--- src/rtl/serial_subtractor.sv ---
// serial_subtractor
//   Bit-serial subtractor: diff = (a - b - bin) mod 2^WIDTH, with borrow-out.
//   Each RUN cycle resolves one bit, LSB first, through a single borrow flop.
//   A start/busy/done handshake lets a controller issue one operation at a
//   time and collect registered results.
//
// Ports:
//   clk    rising-edge clock
//   rst    synchronous reset, active-high
//   start  request pulse, sampled only while idle
//   a      minuend, captured on the accepted start
//   b      subtrahend, captured on the accepted start
//   bin    borrow-in, captured on the accepted start
//   diff   registered result, held until the next completion or reset
//   bout   registered borrow-out (1 when a < b + bin, unsigned)
//   busy   high while bits are being resolved
//   done   one-cycle pulse in the cycle diff/bout first show a new result
module serial_subtractor #(
  parameter int WIDTH = 4
) (
  input  logic             clk,
  input  logic             rst,
  input  logic             start,
  input  logic [WIDTH-1:0] a,
  input  logic [WIDTH-1:0] b,
  input  logic             bin,
  output logic [WIDTH-1:0] diff,
  output logic             bout,
  output logic             busy,
  output logic             done
);

  localparam int CW = $clog2(WIDTH) + 1;
  localparam logic [CW-1:0] LAST = CW'(WIDTH - 1);

  typedef enum logic [1:0] {
    IDLE,
    RUN,
    FIN
  } state_t;

  state_t           state;
  logic [WIDTH-1:0] sa;
  logic [WIDTH-1:0] sb;
  // Holds the WIDTH-1 bits already resolved; the bit being resolved this
  // cycle is combined in res_nx so the final edge can load diff directly.
  logic [WIDTH-2:0] res;
  logic             borrow;
  logic [CW-1:0]    count;

  logic             d;
  logic             borrow_nx;
  logic [WIDTH-1:0] res_nx;

  // One full-subtractor slice on the current LSBs.
  always_comb begin
    d         = sa[0] ^ sb[0] ^ borrow;
    borrow_nx = (~sa[0] & sb[0]) | (~(sa[0] ^ sb[0]) & borrow);
    res_nx    = {d, res};
  end

  always_ff @(posedge clk) begin
    if (rst) begin
      state  <= IDLE;
      sa     <= '0;
      sb     <= '0;
      res    <= '0;
      borrow <= 1'b0;
      count  <= '0;
      diff   <= '0;
      bout   <= 1'b0;
      busy   <= 1'b0;
      done   <= 1'b0;
    end else begin
      case (state)
        IDLE: begin
          done <= 1'b0;
          if (start) begin
            sa     <= a;
            sb     <= b;
            borrow <= bin;
            count  <= '0;
            busy   <= 1'b1;
            state  <= RUN;
          end
        end

        RUN: begin
          sa     <= sa >> 1;
          sb     <= sb >> 1;
          borrow <= borrow_nx;
          res    <= res_nx[WIDTH-1:1];
          count  <= count + 1'b1;
          if (count == LAST) begin
            diff  <= res_nx;
            bout  <= borrow_nx;
            busy  <= 1'b0;
            done  <= 1'b1;
            state <= FIN;
          end
        end

        FIN: begin
          done  <= 1'b0;
          state <= IDLE;
        end

        default: begin
          busy  <= 1'b0;
          done  <= 1'b0;
          state <= IDLE;
        end
      endcase
    end
  end

endmodule

--- config.mk ---
export PLATFORM = sky130hd
export DESIGN_NAME = serial_subtractor
export DESIGN_NICKNAME = d
export VERILOG_FILES = /design/src/rtl/serial_subtractor.sv
export SDC_FILE = /design/constraint.sdc
export NUM_CORES = 1
export LEC_CHECK = 0
export CAP_MARGIN = 40
export CORE_UTILIZATION = 44
export DETAILED_ROUTE_END_ITERATION = 10
export PLACE_DENSITY_LB_ADDON = 0.25
export RECOVER_POWER = 25
export SKIP_LAST_GASP = 1
export SLEW_MARGIN = 20
export SYNTH_ARGS = -nofsm -noshare
export SYNTH_HDL_FRONTEND = slang
export SYNTH_SLANG_ARGS = --single-unit
--- constraint.sdc ---
create_clock -name clk -period 1.3 [get_ports clk]
set_input_delay 0.26 -clock clk [delete_from_list [all_inputs] [get_ports clk]]
set_output_delay 0.26 -clock clk [all_outputs]
set_load 0.01 [all_outputs]
==> results.tsv, run 1 <==
metric	value	unit
CTS Buffer Depth	2	
EDFF count, synth	0	
gr ovfl total	0	
total of max-cap violations	0	
via count	833	
critical path required time	1.54	ns
DR pass1 iterations	4	
Slew @ Worst Pin	0.231	ns
combinational family with the most area after synthesis	compound AO/OA/AOI/OAI gates	
htree depth	1	
post-synthesis mux area share	0.0887	
first-pass GRT wire length	3520	µm
register area share after synthesis	0.473	
cell area after synthesis	1020	µm²
Reg clk slew, reported paths	0.13	ns
Core Box Area	2190	µm²
top cell type's share of synthesized area	0.473	
Setup CP Type	register to register	
R2R setup slack	0.06	ns
Vias/cell	5.17	
RSZ-0062 raised after global routing	true	
simple-gate share of the synthesized area	0.165	
DIE WIDTH	50.1	µm
clk_skew	0.00205	ns
GP Congestion	0.729	
Startpoint Class	register	
Num Clock Sinks	24	
final hold viol count	0	
compound-cell area share of the yosys netlist	0.172	
most frequent cells after synthesis	24 x dfxtp_1, 15 x nor2_1, 10 x nand2_1	
status	finished clean	
worst setup margin	0.0606	ns
Die ar.	2510	µm²
I/O Buffers	18	
leak pwr	0.000543	µW
CTS buffer count	3	
row cnt	17	
die height	50.1	µm
Placed Cells	156	
final setup fails	0	
critical path peak fanout	6	
initial antenna violation count	0	
syn_nets	122	
dpl ws	-0.104	ns
worst reg2reg path startpoint	count[0]$_SDFFE_PP0P_	
number of global-route vias before repair	808	
Detail Route Antenna Nets	0	
Hold Path Class	register to register	
CP endpoint kind	register	
largest net degree at the start of global routing	15	
Avg Cell Area, Syn	9.50	µm²
Yosys top cell by area	dfxtp_1	
Post-Route WL	2100	µm
Max IR drop VDD	0.653	mV
later-pin clock latency in the skew report	0.32	ns
Fill cells	200	
crit path to	busy$_SDFFE_PP0P_	
initial core utilization	0.464	
synth unique cells	25	
total power	1580	µW
PD cells	1170	nW/µm²
Clock Tree Root	clkbuf_4	
CTS tree	done	
final max-slew violation count	0	
XOR/XNOR share of the synthesized area	0	
worst path arrival time	1.48	ns
Gate Count Post-Synth	107	
Slew headroom	0.846	
Crit-path slowest cell	dfxtp_2	
Layout Area Growth over Synthesis	33.0	%
CP peak stage delay	0.36	ns
Main synth FF type	dfxtp_1	
utilization after layout	0.617	
Tcrit/Tclk final	0.953	
minimum clock period after layout	1.24	ns
synth warn	0	
Area contributors post-synth	dfxtp_1 47%, mux2i_1 8.9%, nor2_1 5.5%	
synthesis-stage register bit count	24	
# DRC	0	
1st-iter DRT viols	19	
Non-Filler Instances	161	
Wirelength per Cell	13.0	µm
Adder-Cell Fraction of Synth Area	0.0443	
worst reg2reg path depth	6	
gr usage total	0.189	
CTS Hold Bufs	0	
Worst path most repeated cell	ha_4	
Async S/R FF share, synth	0	
terminus of the critical flop-to-flop path	busy$_SDFFE_PP0P_	
Final #Nets	149	
Worst Setup SP	count[0]$_SDFFE_PP0P_	
ANT cells	0	
top-count cell post-synth	dfxtp_1	
worst-path cell chain	ha_4 > ha_4 > buf_4 > inv_2 > a21oi_1 > o31ai_1	
fmax	807	MHz
hold_ws	0.457	ns
DP HPWL	1500	µm
fraction of layout cells with a size suffix above 1	0.211	
number of top-level pins	19	
-- repair_timing --
action | 4_1_cts | 5_1_grt
buffers inserted | 0 | 1
resized for setup | 10 | 10
pin swaps | 1 | 4
endpoints found under the setup margin | 11 | 10
-- worst max-delay path: cells and delay by family, from the launching register on --
family / cells / cell delay, ns
AOI/OAI and AO/OA: 2 / 0.28
adders and majority gates: 2 / 0.31
buffers and inverters: 2 / 0.20
DFF: 1 / 0.36
-- per-stage QoR --
stage / instance area, µm² / setup TNS [ns]
3_3_place_gp: 1260 / -0.728
5_1_grt: 1350 / -0.00548
4_1_cts: 1310 / 0
6_report: 1350 / 0
2_1_floorplan: 1020 / 0
3_5_place_dp: 1260 / -1.01
-- registers in the layout, summed over array words and instances (netlist names) --
signal,count
borrow,1
bout,1
busy,1
count,3
diff,4
done,1
res,3
sa,4
sb,4
state,2
-- worst min-delay path by stage --
stage,start,end,slack (ns),cells after the start
finish,diff[2]$_SDFFE_PP0P_,diff[2]$_SDFFE_PP0P_,0.46,2
floorplan,a[3],sa[3]$_SDFFE_PP0P_,0.41,2
global placement,diff[1]$_SDFFE_PP0P_,diff[1]$_SDFFE_PP0P_,0.44,2
global route,diff[1]$_SDFFE_PP0P_,diff[1]$_SDFFE_PP0P_,0.50,2
detailed placement,diff[2]$_SDFFE_PP0P_,diff[2]$_SDFFE_PP0P_,0.45,2
CTS,diff[2]$_SDFFE_PP0P_,diff[2]$_SDFFE_PP0P_,0.46,2
-- logic make-up (layout without fill, tap and decap cells) --
logic type	Yosys count	in the layout
AOI/OAI and AO/OA	23	23
adders and majority gates	3	3
buffers and inverters	11	37
DFF	24	24
muxes	9	9
and+or+nand+nor	37	37
-- cell usage in the layout (no fill, tap or decap), drive strengths merged, types with 5 or more instances in the layout --
cell type	n
dfxtp	24
nor2	15
clkdlybuf4s50	11
nand2	10
buf	10
mux2i	9
a21oi	9
dlygate4sd2	7
a211oi	7
inv	5
-- power breakdown --
group / leakage, µW / switching, µW / total, µW / internal [µW]
Combinational: 0.000317 / 111 / 236 / 125
Clock: 0.0000279 / 228 / 540 / 312
Sequential: 0.000198 / 30.5 / 807 / 777
-- metal layers --
layer | routed length (µm) | track usage
met1 | 1010 | 0.244
met2 | 980 | 0.298
met3 | 71 | 0.0309
met4 | 30 | 0.100
met5 | 0 | 0
-- cell type report --
type | instances | area, µm² | area share
Sequential cell | 24 | 485 | 0.359
Clock buffer | 3 | 22.5 | 0.0167
Timing Repair Buffer | 28 | 250 | 0.185
Multi-Input combinational cell | 72 | 509 | 0.377
Inverter | 5 | 18.8 | 0.0139
Clock inverter | 1 | 30.0 | 0.0222
Tap cell | 28 | 35.0 | 0.0259
Note: power is estimated with default switching activity, not from simulation.
==> inputs of run 2 (changes only) <==
Settings changed: CORE_MARGIN from default to 3.
==> run 2 against run 1 <==
Global-route usage fell by 2.3 points. Maximum frequency rose by 1.2%. Critical path type unchanged. Register-to-register slack is essentially flat. Flip-flop and latch count did not move. Highest routed layer is now met3. Largest power group unchanged.
==> results.tsv, run 2 (synthesized netlist as in run 1, its figures left out) <==
metric	value	unit	change
via count	804		was 833
critical path peak fanout	4		was 6
Die ar.	2920	µm²	was 2510 µm²
R2R setup slack	0.07	ns	was 0.06 ns
DR pass1 iterations	4		unchanged
PD cells	1160	nW/µm²	was 1170 nW/µm²
final max-slew violation count	0		unchanged
gr ovfl total	0		unchanged
later-pin clock latency in the skew report	0.32	ns	about the same
# DRC	0		unchanged
Max IR drop VDD	0.969	mV	was 0.653 mV
Hold Path Class	register to register		unchanged
DP HPWL	1450	µm	was 1500 µm
minimum clock period after layout	1.23	ns	was 1.24 ns
status	finished clean		unchanged
commonest non-fill, non-tap cell in the layout	dfxtp_1		unchanged
Tcrit/Tclk final	0.942		was 0.953
largest net degree at the start of global routing	15		unchanged
leak pwr	0.000542	µW	was 0.000543 µW
final hold viol count	0		unchanged
worst path arrival time	1.48	ns	about the same
number of top-level pins	19		unchanged
dpl ws	-0.186	ns	was -0.104 ns
total of max-cap violations	0		unchanged
initial antenna violation count	0		unchanged
die height	54.1	µm	was 50.1 µm
CTS tree	done		unchanged
post-CTS setup buffers	0		unchanged
Core Box Area	2060	µm²	was 2190 µm²
largest registers	diff: 4 flops, sa: 4 flops, sb: 4 flops		unchanged
hold path depth	2		unchanged
worst setup margin	0.0750	ns	was 0.0606 ns
CTS buffer count	3		unchanged
Detail Route Antenna Nets	0		unchanged
most frequent cells in the layout	19 x dfxtp_1, 15 x nor2_1, 11 x clkdlybuf4s50_1		was 20 x dfxtp_1, 15 x nor2_1, 11 x clkdlybuf4s50_1
Fill cells	174		was 200
RSZ-0062 raised after global routing	false		was true
gr usage total	0.166		was 0.189
worst reg2reg path depth	6		unchanged
Wirelength per Cell	12.5	µm	was 13.0 µm
Layout Area Growth over Synthesis	33.4	%	was 33.0%
Clock Tree Root	clkbuf_4		unchanged
ANT cells	0		unchanged
initial core utilization	0.493		was 0.464
I/O Buffers	18		unchanged
1st-iter DRT viols	12		was 19
Num Clock Sinks	24		unchanged
DIE WIDTH	54.1	µm	was 50.1 µm
utilization after layout	0.657		was 0.617
Slew @ Worst Pin	0.261	ns	was 0.231 ns
Slew headroom	0.826		was 0.846
Vias/cell	5.03		was 5.17
GP Congestion	0.723		was 0.729
post-route cell area	1360	µm²	was 1350 µm²
Non-Filler Instances	160		was 161
htree depth	1		unchanged
Placed Cells	156		unchanged
Startpoint Class	register		unchanged
Reg clk slew, reported paths	0.14	ns	was 0.13 ns
CP endpoint kind	register		unchanged
first-pass GRT wire length	3490	µm	was 3520 µm
final setup fails	0		unchanged
Post-Route WL	2000	µm	was 2100 µm
CTS Hold Bufs	0		unchanged
critical path required time	1.56	ns	was 1.54 ns
clk_skew	0.0152	ns	was 0.00205 ns
Setup CP Type	register to register		unchanged
fraction of layout cells with a size suffix above 1	0.211		unchanged
placed standard-cell area	1270	µm²	was 1260 µm²
CTS Buffer Depth	2		unchanged
Final #Nets	149		unchanged
number of global-route vias before repair	783		was 808
total power	1570	µW	was 1580 µW
fmax	816	MHz	was 807 MHz
row cnt	16		was 17
==> run 2: worst max-delay path, stage by stage, from the launching register on <==
cell      delay, ns
dfxtp_2        0.36
ha_4           0.16
ha_4           0.16
nand3b_1       0.17
buf_6          0.14
nand2_1        0.06
a21oi_2        0.12
==> run 2: where the power goes <==
part	total [µW]	switching (µW)	leakage, µW	internal, µW
Combinational	226	106	0.000316	120
Sequential	808	30.4	0.000198	777
Clock	539	227	0.0000279	312
Total	1570	363	0.000542	1210
==> run 2: area by class of cell <==
| type | count | area (µm²) | share of cell area |
|---|---|---|---|
| inverter | 5 | 18.8 | 0.0139 |
| clock buffer | 3 | 22.5 | 0.0166 |
| tap | 27 | 33.8 | 0.0249 |
| multi-input combinational | 72 | 515 | 0.380 |
| sequential | 24 | 487 | 0.359 |
| clock inverter | 1 | 30.0 | 0.0222 |
| timing repair buffer | 28 | 248 | 0.183 |
==> run 2: metrics by stage <==
step,setup TNS (ns),hold WS [ns]
floorplan,0,0.408
global placement,-0.815,0.444
detailed placement,-1.17,0.446
CTS,0,0.462
global route,0,0.475
finish,0,0.459
==> run 2: timing repair <==
action                     in CTS  in global routing
gates cloned                    0                  0
setup endpoints to repair       8                  7
pin swaps                       0                  3
gates resized for setup         9                 13
==> run 2: routing by layer <==
layer  up-vias  wire (µm)  track usage
met1       362        907        0.202
li1        423          -            -
met4         0          0       0.0373
met5         -          0            0
met2        19        971        0.284
met3         0        124       0.0526
==> run 2: path summary, 6_finish.rpt <==
kind / from / to
min: diff[1]$_SDFFE_PP0P_ / diff[1]$_SDFFE_PP0P_
max reg2reg: count[1]$_SDFFE_PP0P_ / diff[0]$_SDFFE_PP0P_
min reg2reg: diff[1]$_SDFFE_PP0P_ / diff[1]$_SDFFE_PP0P_
max: count[1]$_SDFFE_PP0P_ / diff[0]$_SDFFE_PP0P_
